**src/rtl/crc_engine_param.sv**
```systemverilog
// crc_engine_param: bit-serial CRC generator/checker with serial CRC shift-out and strobe-gated progress.
module crc_engine_param #(
  parameter int                 CRC_W = 15,
  parameter logic [CRC_W-1:0]   POLY  = 15'h4599,
  parameter logic [CRC_W-1:0]   INIT  = '0,
  parameter int                 LEN_W = 16
) (
  input  logic             clk,
  input  logic             rst,
  input  logic             start,
  input  logic             mode,
  input  logic [LEN_W-1:0] frame_len,
  input  logic             bit_en,
  input  logic             din,
  output logic             busy,
  output logic [CRC_W-1:0] crc_out,
  output logic             crc_bit,
  output logic             crc_bit_valid,
  output logic             done,
  output logic             crc_ok
);
  typedef enum logic [2:0] {IDLE, CALC, SHIFT, CHECK, DONE} state_t;
  state_t             r_state, w_next;
  logic [CRC_W-1:0]   r_crc, w_crc_upd, w_sh;
  logic [LEN_W-1:0]   r_cnt, r_len;
  logic               r_mode, w_fb, w_last_len, w_last_crc;
  assign w_fb       = din ^ r_crc[CRC_W-1];
  assign w_crc_upd  = {r_crc[CRC_W-2:0], 1'b0} ^ (w_fb ? POLY : '0);
  assign w_last_len = r_cnt == r_len - LEN_W'(1);
  assign w_last_crc = r_cnt == LEN_W'(CRC_W-1);
  assign w_sh       = r_crc << r_cnt;
  always_comb begin
    w_next = r_state;
    case (r_state)
      IDLE:        if (start) w_next = (frame_len != '0) ? CALC : (mode ? CHECK : SHIFT);
      CALC:        if (bit_en && w_last_len) w_next = r_mode ? CHECK : SHIFT;
      SHIFT, CHECK: if (bit_en && w_last_crc) w_next = DONE;
      default:     w_next = IDLE;
    endcase
  end
  always_ff @(posedge clk or posedge rst) begin
    if (rst) begin
      r_state <= IDLE;
      r_crc   <= INIT;
      r_cnt   <= '0;
      r_len   <= '0;
      r_mode  <= 1'b0;
    end else begin
      r_state <= w_next;
      case (r_state)
        IDLE: if (start) begin
          r_crc  <= INIT;
          r_cnt  <= '0;
          r_mode <= mode;
          r_len  <= frame_len;
        end
        CALC: if (bit_en) begin
          r_crc <= w_crc_upd;
          r_cnt <= w_last_len ? '0 : r_cnt + LEN_W'(1);
        end
        SHIFT: if (bit_en) r_cnt <= w_last_crc ? '0 : r_cnt + LEN_W'(1);
        CHECK: if (bit_en) begin
          r_crc <= w_crc_upd;
          r_cnt <= w_last_crc ? '0 : r_cnt + LEN_W'(1);
        end
        default: ;
      endcase
    end
  end
  assign busy          = r_state == CALC || r_state == SHIFT || r_state == CHECK;
  assign crc_out       = r_crc;
  assign crc_bit_valid = r_state == SHIFT;
  assign crc_bit       = crc_bit_valid & w_sh[CRC_W-1];
  assign done          = r_state == DONE;
  // result stays visible in IDLE until the next start reloads mode and crc
  assign crc_ok        = r_mode && r_crc == '0 && (r_state == DONE || r_state == IDLE);
endmodule

```
**config.mk**
```make
export PLATFORM = sky130hd
export DESIGN_NAME = crc_engine_param
export DESIGN_NICKNAME = d
export VERILOG_FILES = /design/src/rtl/crc_engine_param.sv
export SDC_FILE = /design/constraint.sdc
export NUM_CORES = 1
export LEC_CHECK = 0
export CAP_MARGIN = 20
export CORE_MARGIN = 3
export CORE_UTILIZATION = 35
export DETAILED_ROUTE_END_ITERATION = 10
export HOLD_SLACK_MARGIN = 0.1
export SYNTH_ARGS = -nofsm -noshare
export SYNTH_HDL_FRONTEND = slang
export SYNTH_SLANG_ARGS = --single-unit
```
**constraint.sdc**
```tcl
create_clock -name clk -period 4 [get_ports clk]
set_clock_uncertainty 0.2 [all_clocks]
set_input_delay 1.2 -clock clk [delete_from_list [all_inputs] [get_ports clk]]
set_output_delay 1.2 -clock clk [all_outputs]
set_load 0.02 [all_outputs]
```
# Word level (Yosys, flattened, before mapping)
# Cells that the tools add are included.
totals:
  register_bits: 51
  latch_bits: 0
  ram_bits: 0
  mem_bits_ro: 0
  inputBits: 22
  output_inout_bits: 20
  memories: 0
op_classes:
  addsub: 2
  n_mul: 0
  n_div: 0
  magnitude_cmp: 0
  eq_ne: 12
  shift: 1
  muxes: 17
  bitwise: 3
  reduce_logical: 18
op_table:
  columns: ["op", "n"]
  rows:
  - ["two-way mux 16 bit", 5]
  - ["case mux 16 bit (3 select lines)", 1]
  - ["two-way mux 15 bit", 3]
  - ["case mux 15 bit (2 select lines)", 1]
  - ["adder 16 x 1 -> 16 bit, second input constant", 1]
  - ["== test 16 bit", 1]
  - ["== test 16 x 4 -> 1 bit, second input constant", 1]
  - ["nonzero test 16 bit", 1]
  - ["left shift 15 x 16 -> 15 bit", 1]
  - ["subtractor 16 x 1 -> 16 bit, second input constant", 1]
  - ["logical NOT 15 bit", 1]
  - ["XOR 15 bit", 1]
  - ["two-way mux 3 bit", 3]
  - ["case mux 3 bit (3 select lines)", 1]
  - ["== test 3 x 2 -> 1 bit, second input constant", 2]
  - ["inequality test 2 x 1 -> 1 bit, second input constant", 3]
  - ["inequality test 2 bit, second input constant", 3]
  - ["AND reduction 3 bit", 2]
  - ["logical AND 1 bit", 4]
  - ["AND reduction 4 bit", 1]
  - ["OR reduction 2 bit", 2]
  - ["== test 3 x 1 -> 1 bit, second input constant", 1]
  - ["== test 3 bit, second input constant", 1]
  - ["logical NOT 3 bit", 1]
  - ["other kinds (8)", 11]

# Longest topological paths before layout
depth:
  depth_word: 5
  mapped_depth: 10

# Worst setup path after synthesis
# No wires, ideal clock.
synth_timing:
  path_kind: "register -> output"
  startpoint: "register r_cnt[2]"
  endpoint: "output crc_bit"
  t_arrival_ns: 1.877
  required_ns: 2.600
  path_slack_ns: 0.723
  path_stages_with_launch: 6
  cell_sequence: "dfrtp_1 -> clkbuf_1 -> buf_1 -> mux4_2 -> mux4_2 -> and3b_1"
synth_between:
  elab_chain_len: 2
synth_rtl:
  columns: ["item", "line", "source"]
  rows:
  - ["start: declaration", "25", "logic [LEN_W-1:0] r_cnt, r_len;"]
  - ["start signal: assignment", "59", "r_cnt <= w_last_len ? '0 : r_cnt + LEN_W'(1);"]
  - ["start signal: assignment", "61", "SHIFT: if (bit_en) r_cnt <= w_last_crc ? '0 : r_cnt + LEN_W'(1);"]
  - ["start signal: assignment", "64", "r_cnt <= w_last_crc ? '0 : r_cnt + LEN_W'(1);"]
  - ["left shift 15 x 16 -> 15 bit", "31", "assign w_sh = r_crc << r_cnt;"]
  - ["AND 1 bit", "73", "assign crc_bit = crc_bit_valid & w_sh[CRC_W-1];"]
  - ["end: declaration", "17", "output logic crc_bit,"]
# No other way between the ends.

# Final worst setup path
layout_timing:
  startpoint: "register r_crc[14] (netlist: crc_out[14])"
  endpoint: "output crc_bit"
layout_between:
  elab_chain_len: 2
layout_rtl:
  columns: ["item", "line", "source"]
  rows:
  - ["start: declaration", "24", "logic [CRC_W-1:0] r_crc, w_crc_upd, w_sh;"]
  - ["start signal: assignment", "58", "r_crc <= w_crc_upd;"]
  - ["start signal: assignment", "63", "r_crc <= w_crc_upd;"]
  - ["left shift 15 x 16 -> 15 bit", "31", null]
  - ["AND 1 bit", "73", null]
# No other way between the ends.

==> impl_metrics.yaml <==
route:
  vias: 2565
  wire_length_on_met1_um: 3490
  dr_wl_met2_um: 3570
  met3_wirelength_um: 450
  firstDrtPassIters: 4
  drtIter0Drc: 75
  post_drt_via_cell_ratio: 5.54
  route.detailed.wl_per_inst_um: 16.4
  top_layer_used: "met4"
  drt-total-wl_um: 7580
  post-route-drc-count: 0
  post_route_antenna_net_violation_count: 0
cts:
  clock-sinks: 51
  clk-insertion-delay-late_ps: 300
  cts_tree: "yes"
  cts.repair_timing.setup_buffer_count: 0
  root_buffer: "clkbuf_8"
  cts-root-to-sink-buffers: 2
  ctsHtreeMaxLevel: 2
  path_clk_slew_ps: 90
  tritoncts.num_buffers: 5
worst_setup_path:
  worstSetupStartpointType: "flop"
  timing.critical_path.from: "crc_out[14]"
  cp-end-kind: "output pin"
  critical_path.endpoint: "crc_bit"
  cp_data_required_time_ps: 2600
  path_max_fanout: 6
  reg2reg_setup_slack_ps: 400
  ff2ff_path_depth: 9
  r2r_end: "r_cnt[11]"
  worstSetupPathType: "flop to output pin"
  critPathArrivalTime_ps: 2470
  crit-reg2reg-launch: "r_len[0]"
power:
  design_power_total_mw: 2.74
  p_per_cell_area_nw_per_um2: 732
  power_leakage_nw: 1.52
  irDropWorstVdd_uv: 346
synth:
  yosys_warnings: 0
  synthesis.area_per_instance_sq_um: 9.92
  synth_edf_count: 0
  syn_nets: 342
  cells_after_synth: 317
  synthMuxAreaShare_pct: 7.84
  synth_top_cells_by_area: "dfrtp_1 (41%), xor2_1 (5.8%), xnor2_1 (4.7%), mux2_2 (4.7%), nor2_1 (3.6%)"
  yosysSeqAreaShare_pct: 40.6
  synth-compound-area-share_pct: 13.3
  synth-adder-area-share_pct: 1.19
  post-synth-top-area-cell: "dfrtp_1"
  synthArstFlopShare_pct: 100
  synth_seq_cells: 51
  combinational_family_with_the_most_area_after_synthesis: "simple AND/OR/NAND/NOR gates"
  synth_top_area_share_pct: 40.6
  post_synth_xor_area_fraction_pct: 10.6
  synth-main-ff-cell: "dfrtp_1"
  syn-cell-area_sq_um: 3140
  yosys.cell_types.count: 57
  synth-simple-area-share_pct: 21.1
global_routing:
  global_route.usage.total_pct: 15.8
  via_count_of_the_first_global_routing_pass: 2580
  overflow: 0
  first_pass_grt_wire_length_um: 12700
  antenna_found_initial: 0
  grt_max_degree: 24
place:
  finalWeightedCongestion: 0.822
  placedInstanceArea_sq_um: 3630
  detailedPlace.worstSlack_ps: 331
  placed_instances: 455
  place.port_buffers: 41
  dp.final_hpwl_um: 5700
sta:
  timing.final.hold_violations: 0
  postLayoutSetupSlackWorst_ps: 134
  rsz0062_at_grt: "no"
  period_minus_slack_ps: 3870
  slew-limit-headroom_pct: 53.0
  fin_max_slew_vios: 0
  fmaxAchievable_mhz: 259
  tightest_slew_ps: 700
  fin_hold_ws_ps: 393
  post-route-period-util_pct: 96.6
  fin_tns_setup_ps: 0
  timing.final.setup_violations: 0
floorplan:
  die_y_um: 101
  io-pin-count: 42
  num_rows: 33
  die_outline_area_sq_um: 10200
  die_width_um: 101
  initial_utilization_pct: 37.1
  core_area_sq_um: 8460
outcome:
  status: "finished, final reports clean"
finish:
  num-nets-final: 382
  final_layout_size_suffix_gt1_share_pct: 14.2
  flow.area_growth_from_synthesis_pct: 19.3
  leading_cell_types_in_the_layout_fill_and_taps_excluded: "dfrtp_1 (50), clkdlybuf4s50_1 (41), nor2_1 (30), xor2_1 (21), nand2_1 (20)"
  layout.cell_area.non_filler_sq_um: 3750
  fillers: 842
  final_common_cell: "dfrtp_1"
  antennaDiodeCount: 0
  instances_no_fill: 463
  fin_util_pct: 44.3
worst_hold_path:
  hold_path_class: "flop to flop"
flow_run:
  cap_viol_max_count: 0
logic make-up (layout without fill, tap and decap cells):
kind of cell               count (synthesis)  after routing
and+or+nand+nor                          121            121
AOI/OAI and AO/OA                         58             58
buffers and inverters                     28             69
DFF                                       51             51
adders and majority gates                  3              3
xor gates and xnor gates                  38             38
muxes                                     18             18
synth_stat cells, types with 3 or more instances:
| master | count |
|---|---|
| mux2_2 | 13 |
| nand2_1 | 20 |
| a211oi_1 | 4 |
| dfrtp_1 | 51 |
| nand2b_1 | 5 |
| o21ai_0 | 18 |
| nor3_1 | 7 |
| nand3_1 | 16 |
| clkbuf_1 | 8 |
| a22o_1 | 9 |
| a21o_1 | 3 |
| xor2_1 | 21 |
| a21oi_1 | 6 |
| mux4_2 | 4 |
| nand4_1 | 8 |
| ha_1 | 3 |
| nor2_1 | 30 |
| inv_1 | 11 |
| nor4_1 | 14 |
| xnor2_1 | 17 |
| buf_6 | 4 |
flip-flops by register name, summed over array words and instances (netlist names):
register and cells:
r_cnt 16, r_len 16, crc_out 15, r_state 3, r_mode 1
how the worst min path moves through the flow:
stage                       endpoint       start  cells past startpoint
after global placement    crc_out[0]  crc_out[0]                      2
after detailed placement  crc_out[8]  crc_out[8]                      2
after global routing       r_len[15]   r_len[15]                      1
after floorplan            r_len[15]   r_len[15]                      1
after CTS                 crc_out[8]  crc_out[8]                      2
final                     crc_out[0]  crc_out[0]                      2
critical path: stages, from the launching register on:
cell,delay [ps]
dfrtp_1,480
mux4_2,470
mux4_2,480
and3b_1,200
clkdlybuf4s50_1,530
where the power goes:
part           switching, mW  leakage [nW]  internal (mW)
clock network          0.173        0.0612          0.203
registers              0.343         0.644          0.712
logic                  0.650         0.811          0.662
timing repair:
item / 4_1_cts / 5_1_grt
gates resized for setup: 0 / 1
endpoints found under the setup margin: 0 / 1
hold buffers: 0 / 0
hold endpoints to repair: 0 / 0
layout make-up:
| type | count | area [sq um] | area share, % |
|---|---|---|---|
| clock buffer | 6 | 82.6 | 2.20 |
| clock inverter | 2 | 35.0 | 0.934 |
| inverter | 11 | 41.3 | 1.10 |
| multi-input combinational | 238 | 1700 | 45.4 |
| sequential | 51 | 1280 | 34.1 |
| tap | 105 | 131 | 3.50 |
| timing repair buffer | 50 | 478 | 12.7 |
per-layer routing:
metal,vias to the layer above,GRT usage [%]
li1,1236,-
met4,0,4.66
met5,-,0
met2,70,25.8
met3,7,3.74
met1,1252,20.7
No activity file was read; power rests on OpenSTA's default activity.
